`config.mk`:
```
export PLATFORM = sky130hd
export DESIGN_NAME = unidade_controle
export DESIGN_NICKNAME = d
export VERILOG_FILES = /design/src/rtl/unidade_controle.sv
export SDC_FILE = /design/constraint.sdc
export NUM_CORES = 1
export LEC_CHECK = 0
export CORE_MARGIN = 2
export CORE_UTILIZATION = 44
export DETAILED_ROUTE_END_ITERATION = 8
export PLACE_DENSITY = 0.71
export SLEW_MARGIN = 20
export SYNTH_ARGS = -nofsm -noshare
export SYNTH_HDL_FRONTEND = slang
export SYNTH_SLANG_ARGS = --single-unit
```
`constraint.sdc`:
```
create_clock -name Clock -period 1.72 [get_ports Clock]
set_input_delay 0.344 -clock Clock [delete_from_list [all_inputs] [get_ports Clock]]
set_output_delay 0.344 -clock Clock [all_outputs]
set_load 0.05 [all_outputs]
```
`src/rtl/unidade_controle.sv`:
```
// Multi-cycle control unit for the 8-bit processor: fetches over a req/valid
// handshake, decodes, and drives register file, ALU op and immediate mux.
module unidade_controle #(
  parameter int unsigned LARGURA = 8,
  parameter logic [LARGURA-1:0] PC_INICIAL = 8'h00
) (
  input  logic               Clock,
  input  logic               Resetn,
  output logic               MemReq,
  output logic [LARGURA-1:0] MemEndereco,
  input  logic               MemValido,
  input  logic [LARGURA-1:0] MemDado,
  output logic               RegEscrita,
  output logic [1:0]         RegDestino,
  output logic [1:0]         RegFonteA,
  output logic [1:0]         RegFonteB,
  output logic [2:0]         AluOp,
  output logic               SelImediato,
  output logic [LARGURA-1:0] Imediato,
  output logic [LARGURA-1:0] PC,
  output logic               Parado
);

  typedef enum logic [2:0] {
    INICIO     = 3'd0,
    BUSCA      = 3'd1,
    DECODIFICA = 3'd2,
    IMEDIATO   = 3'd3,
    EXECUTA    = 3'd4,
    PARADO     = 3'd5
  } estado_t;

  localparam logic [2:0] OP_LDI  = 3'b000;
  localparam logic [2:0] OP_JMP  = 3'b110;
  localparam logic [2:0] OP_HALT = 3'b111;
  localparam logic [LARGURA-1:0] UM = {{(LARGURA-1){1'b0}}, 1'b1};

  estado_t            estado_r, estado_s;
  logic [LARGURA-1:0] ir_r, ir_s;
  logic [LARGURA-1:0] pc_r, pc_s;
  logic [LARGURA-1:0] imm_r, imm_s;

  logic               memreq_r, memreq_s;
  logic [LARGURA-1:0] memend_r, memend_s;
  logic               regescrita_r, regescrita_s;
  logic [2:0]         aluop_r, aluop_s;
  logic               selimm_r, selimm_s;
  logic               parado_r, parado_s;

  logic [2:0] opcode_s;
  logic [2:0] opcode_nx_s;
  assign opcode_s    = ir_r[7:5];
  assign opcode_nx_s = ir_s[7:5];

  // Next-state, IR, PC and immediate update.
  always_comb begin
    estado_s = estado_r;
    ir_s     = ir_r;
    pc_s     = pc_r;
    imm_s    = imm_r;
    case (estado_r)
      INICIO: estado_s = BUSCA;
      BUSCA: begin
        if (MemValido) begin
          ir_s     = MemDado;
          pc_s     = pc_r + UM;
          estado_s = DECODIFICA;
        end else begin
          estado_s = BUSCA;
        end
      end
      DECODIFICA: begin
        case (opcode_s)
          OP_LDI:  estado_s = IMEDIATO;
          OP_JMP:  estado_s = IMEDIATO;
          OP_HALT: estado_s = PARADO;
          default: estado_s = EXECUTA;
        endcase
      end
      IMEDIATO: begin
        if (MemValido) begin
          if (opcode_s == OP_JMP) begin
            pc_s     = MemDado;
            estado_s = BUSCA;
          end else begin
            imm_s    = MemDado;
            pc_s     = pc_r + UM;
            estado_s = EXECUTA;
          end
        end else begin
          estado_s = IMEDIATO;
        end
      end
      EXECUTA: estado_s = BUSCA;
      PARADO:  estado_s = PARADO;
      default: estado_s = INICIO;
    endcase
  end

  // Moore outputs decoded from the upcoming state so they can be registered.
  always_comb begin
    memreq_s     = 1'b0;
    memend_s     = {LARGURA{1'b0}};
    regescrita_s = 1'b0;
    aluop_s      = 3'b000;
    selimm_s     = 1'b0;
    parado_s     = 1'b0;
    case (estado_s)
      BUSCA, IMEDIATO: begin
        memreq_s = 1'b1;
        memend_s = pc_s;
      end
      EXECUTA: begin
        regescrita_s = 1'b1;
        aluop_s      = opcode_nx_s;
        selimm_s     = (opcode_nx_s == OP_LDI);
      end
      PARADO:  parado_s = 1'b1;
      default: parado_s = 1'b0;
    endcase
  end

  // State and datapath-control registers.
  always_ff @(posedge Clock or negedge Resetn) begin
    if (!Resetn) begin
      estado_r     <= INICIO;
      ir_r         <= {LARGURA{1'b0}};
      pc_r         <= PC_INICIAL;
      imm_r        <= {LARGURA{1'b0}};
      memreq_r     <= 1'b0;
      memend_r     <= {LARGURA{1'b0}};
      regescrita_r <= 1'b0;
      aluop_r      <= 3'b000;
      selimm_r     <= 1'b0;
      parado_r     <= 1'b0;
    end else begin
      estado_r     <= estado_s;
      ir_r         <= ir_s;
      pc_r         <= pc_s;
      imm_r        <= imm_s;
      memreq_r     <= memreq_s;
      memend_r     <= memend_s;
      regescrita_r <= regescrita_s;
      aluop_r      <= aluop_s;
      selimm_r     <= selimm_s;
      parado_r     <= parado_s;
    end
  end

  assign MemReq      = memreq_r;
  assign MemEndereco = memend_r;
  assign RegEscrita  = regescrita_r;
  assign RegDestino  = ir_r[4:3];
  assign RegFonteA   = ir_r[4:3];
  assign RegFonteB   = ir_r[2:1];
  assign AluOp       = aluop_r;
  assign SelImediato = selimm_r;
  assign Imediato    = imm_r;
  assign PC          = pc_r;
  assign Parado      = parado_r;

endmodule

```
==> run metrics <==
status=finished, violations left; violated checks=negative hold slack, negative setup slack; drt total wl=4371 µm; final global-route overflow total=0; Rows=24; CTS tree=done; synth top area cells=dfrtp_1 (53%), mux2_2 (7.6%), o21ai_0 (3.4%); H-tree depth=2; Tightest Pin Transition=452.4 ps; Slowest-stage cell, CP=dfrtp_1; hold buffers post-CTS=0; Yosys top cell area share=0.5314; Synth warnings=0; Syn Nets=190; Max Slew Vio Count=0; final hold violations=13; die footprint=4934 µm²; clk sink count=41; Yosys cell types=44; CP startpoint=ir_r[6]; gpl congestion=0.8931; Mapped Area=1931 µm²; max-cap viol count=0; Area growth syn-to-layout=39.92%; CTS root buf=clkbuf_8; prevailing post-synth register cell=dfrtp_1; Post-Syn Instances=178; worst rel slew slack=0.6984; f_max=574.0 MHz; DR WL/cell=14.43 µm; Hold Worst Slack=-8.210 ps; vias per inst=5.261; layout cells sized above 1=0.4542; worst vdd ir=0.0004264 V; drt drc=0; register bit total from synthesis=41; Commonest cells post-synth=dfrtp_1 (41), mux2_2 (13), o21ai_0 (13); crit start category=flip-flop; CTS Buffer Depth=2; I/O pin cnt=48; DP Cell Count=288; hpwl dp=3128 µm; CP required=1950 ps; first-pass GRT wire length=7389 µm; Die Ht=70.24 µm; sequential share of the synthesized area=0.5314; RR Startpoint=ir_r[6]; critical path arrival=1970 ps; post-route setup slack=-22.14 ps; reg2reg path depth=6; vias post-DR=1,594; Clock transition at path regs=80 ps; Final Setup Violations=5; mean area per synthesized cell=10.85 µm²; Critical Path Fanout Max=7; NumNets Final=262; CP Class=flip-flop to flip-flop; DR iter-0 viols=83; Worst R2R Setup Slack=-20 ps; fin cells=303; Final Cycle Share=1.013; Worst-Skew Late Latency=290 ps; leak pwr=1.332 nW; Post-synth EDFFs=0; clock skew=9.105 ps; Core ar.=4294 µm²; Cell Pwr Density=671.8 nW/µm²; placed cell area=2485 µm²; R2R Path End=MemEndereco[6]; fin area=2701 µm²; cells along the critical path=or3_4, a21o_1, a211o_1, or2_4, clkinv_4, and2_4; initial antenna violation count=0; Critical Path Max Stage Delay=390 ps; Layout Utilization=0.6291; number of port buffers=47; die width=70.24 µm; unrepaired setup endpoints after global routing=yes; cell taking the most area after synthesis=dfrtp_1; HP Class=primary input to asynchronous set/reset pin; GRT Total Usage=0.1920; Antenna diodes=0; largest net degree at the start of global routing=22; CTS Buf Count=5; Critical Path Sink Type=flip-flop; vias in the first global route=1,491; Tmin final=1742 ps; remaining antenna violation count=0; count leader, synth=dfrtp_1; ys async rst share=1.000; first drt pass iteration count=4; Initial Utilization=0.4496
per-stage QoR:
stage | setup TNS, ps | power [mW] | worst slack (ps)
5_1_grt | -622.0 | 1.889 | -85.16
4_1_cts | -257.4 | 1.831 | -52.20
3_3_place_gp | -5252 | 1.040 | -243.2
2_1_floorplan | 0 | 0.9874 | 1.948
3_5_place_dp | -5413 | 1.040 | -269.9
6_report | -66.04 | 1.815 | -22.14
report_power, final:
group	total [mW]	switching [mW]	internal, mW	leakage [nW]
clock network	0.794	0.321	0.473	0.0585
logic	0.0573	0.0323	0.0250	0.727
registers	0.963	0	0.963	0.547
total	1.81	0.353	1.46	1.33
layout by cell type (no fill, tap or decap), types with 2 or more instances in the layout:
| cell | count |
|---|---|
| buf_4 | 66 |
| dfrtp_1 | 34 |
| o21ai_0 | 13 |
| mux2_2 | 13 |
| a21oi_1 | 11 |
| nand2_1 | 9 |
| nor2_1 | 9 |
| clkdlybuf4s50_1 | 9 |
| inv_1 | 8 |
| dfrtp_2 | 7 |
| clkbuf_8 | 6 |
| and2_1 | 5 |
| nand3_1 | 4 |
| nand2b_1 | 3 |
| nand3b_1 | 3 |
| and3b_2 | 3 |
| a21o_1 | 3 |
| mux2i_1 | 3 |
| buf_6 | 3 |
| nand4_1 | 2 |
| a221o_1 | 2 |
| nor2b_1 | 2 |
| and3_1 | 2 |
| a211oi_2 | 2 |
metal layers:
layer | global-route usage | wire length, µm | part of all wire
met5 | 0 | 0 | 0
met4 | 0.07051 | 76 | 0.017
met3 | 0.04185 | 193 | 0.044
met2 | 0.2914 | 2106 | 0.48
met1 | 0.2705 | 1994 | 0.46
layout make-up:
class	count	area (µm²)
clock inverters	1	30.03
fillers	352	1593
repair buffers	79	624.3
inverters	9	38.79
multi-input cells	114	822.0
flip-flops and latches	41	1035
clock buffers	7	86.33
well taps	52	65.06
critical path: cells and delay by family, from the launching register on:
family | cells | cell delay (ps)
and+or+nand+nor | 3 | 790
AOI/OAI and AO/OA | 2 | 430
DFF | 1 | 390
buffers and inverters | 1 | 70
how the worst max path moves through the flow:
stage	endpoint	slack, ps	cells after the start
floorplan	MemEndereco[1]	2	6
global placement	MemEndereco[1]	-240	7
detailed placement	MemEndereco[6]	-270	7
CTS	MemEndereco[6]	-50	6
global route	MemEndereco[5]	-90	6
finish	MemEndereco[6]	-20	6
kinds of logic (layout without fill, tap and decap cells):
group | after synthesis | count (layout) | share of synthesized area
adder cells (fa/ha/maj) | 1 | 1 | 0.006480
flip-flops | 41 | 41 | 0.5314
buffers and inverters | 23 | 96 | 0.06351
multiplexers | 17 | 17 | 0.09657
AO/OA/AOI/OAI | 43 | 43 | 0.1504
AND/OR/NAND/NOR | 53 | 53 | 0.1517
what timing repair did:
action / 4_1_cts / 5_1_grt
pin swaps: 4 / 6
endpoints found under the hold margin: 0 / 0
setup endpoints to repair: 8 / 13
setup buffers: 1 / 6
resized for setup: 2 / 13
state kept, by name, indices dropped and copies added, names as in the netlist:
signal       count
RegEscrita       1
Parado           1
MemReq           1
estado_r         3
Imediato         8
SelImediato      1
PC               8
ir_r             7
MemEndereco      8
AluOp            3
(Power assumes the default switching activity.)
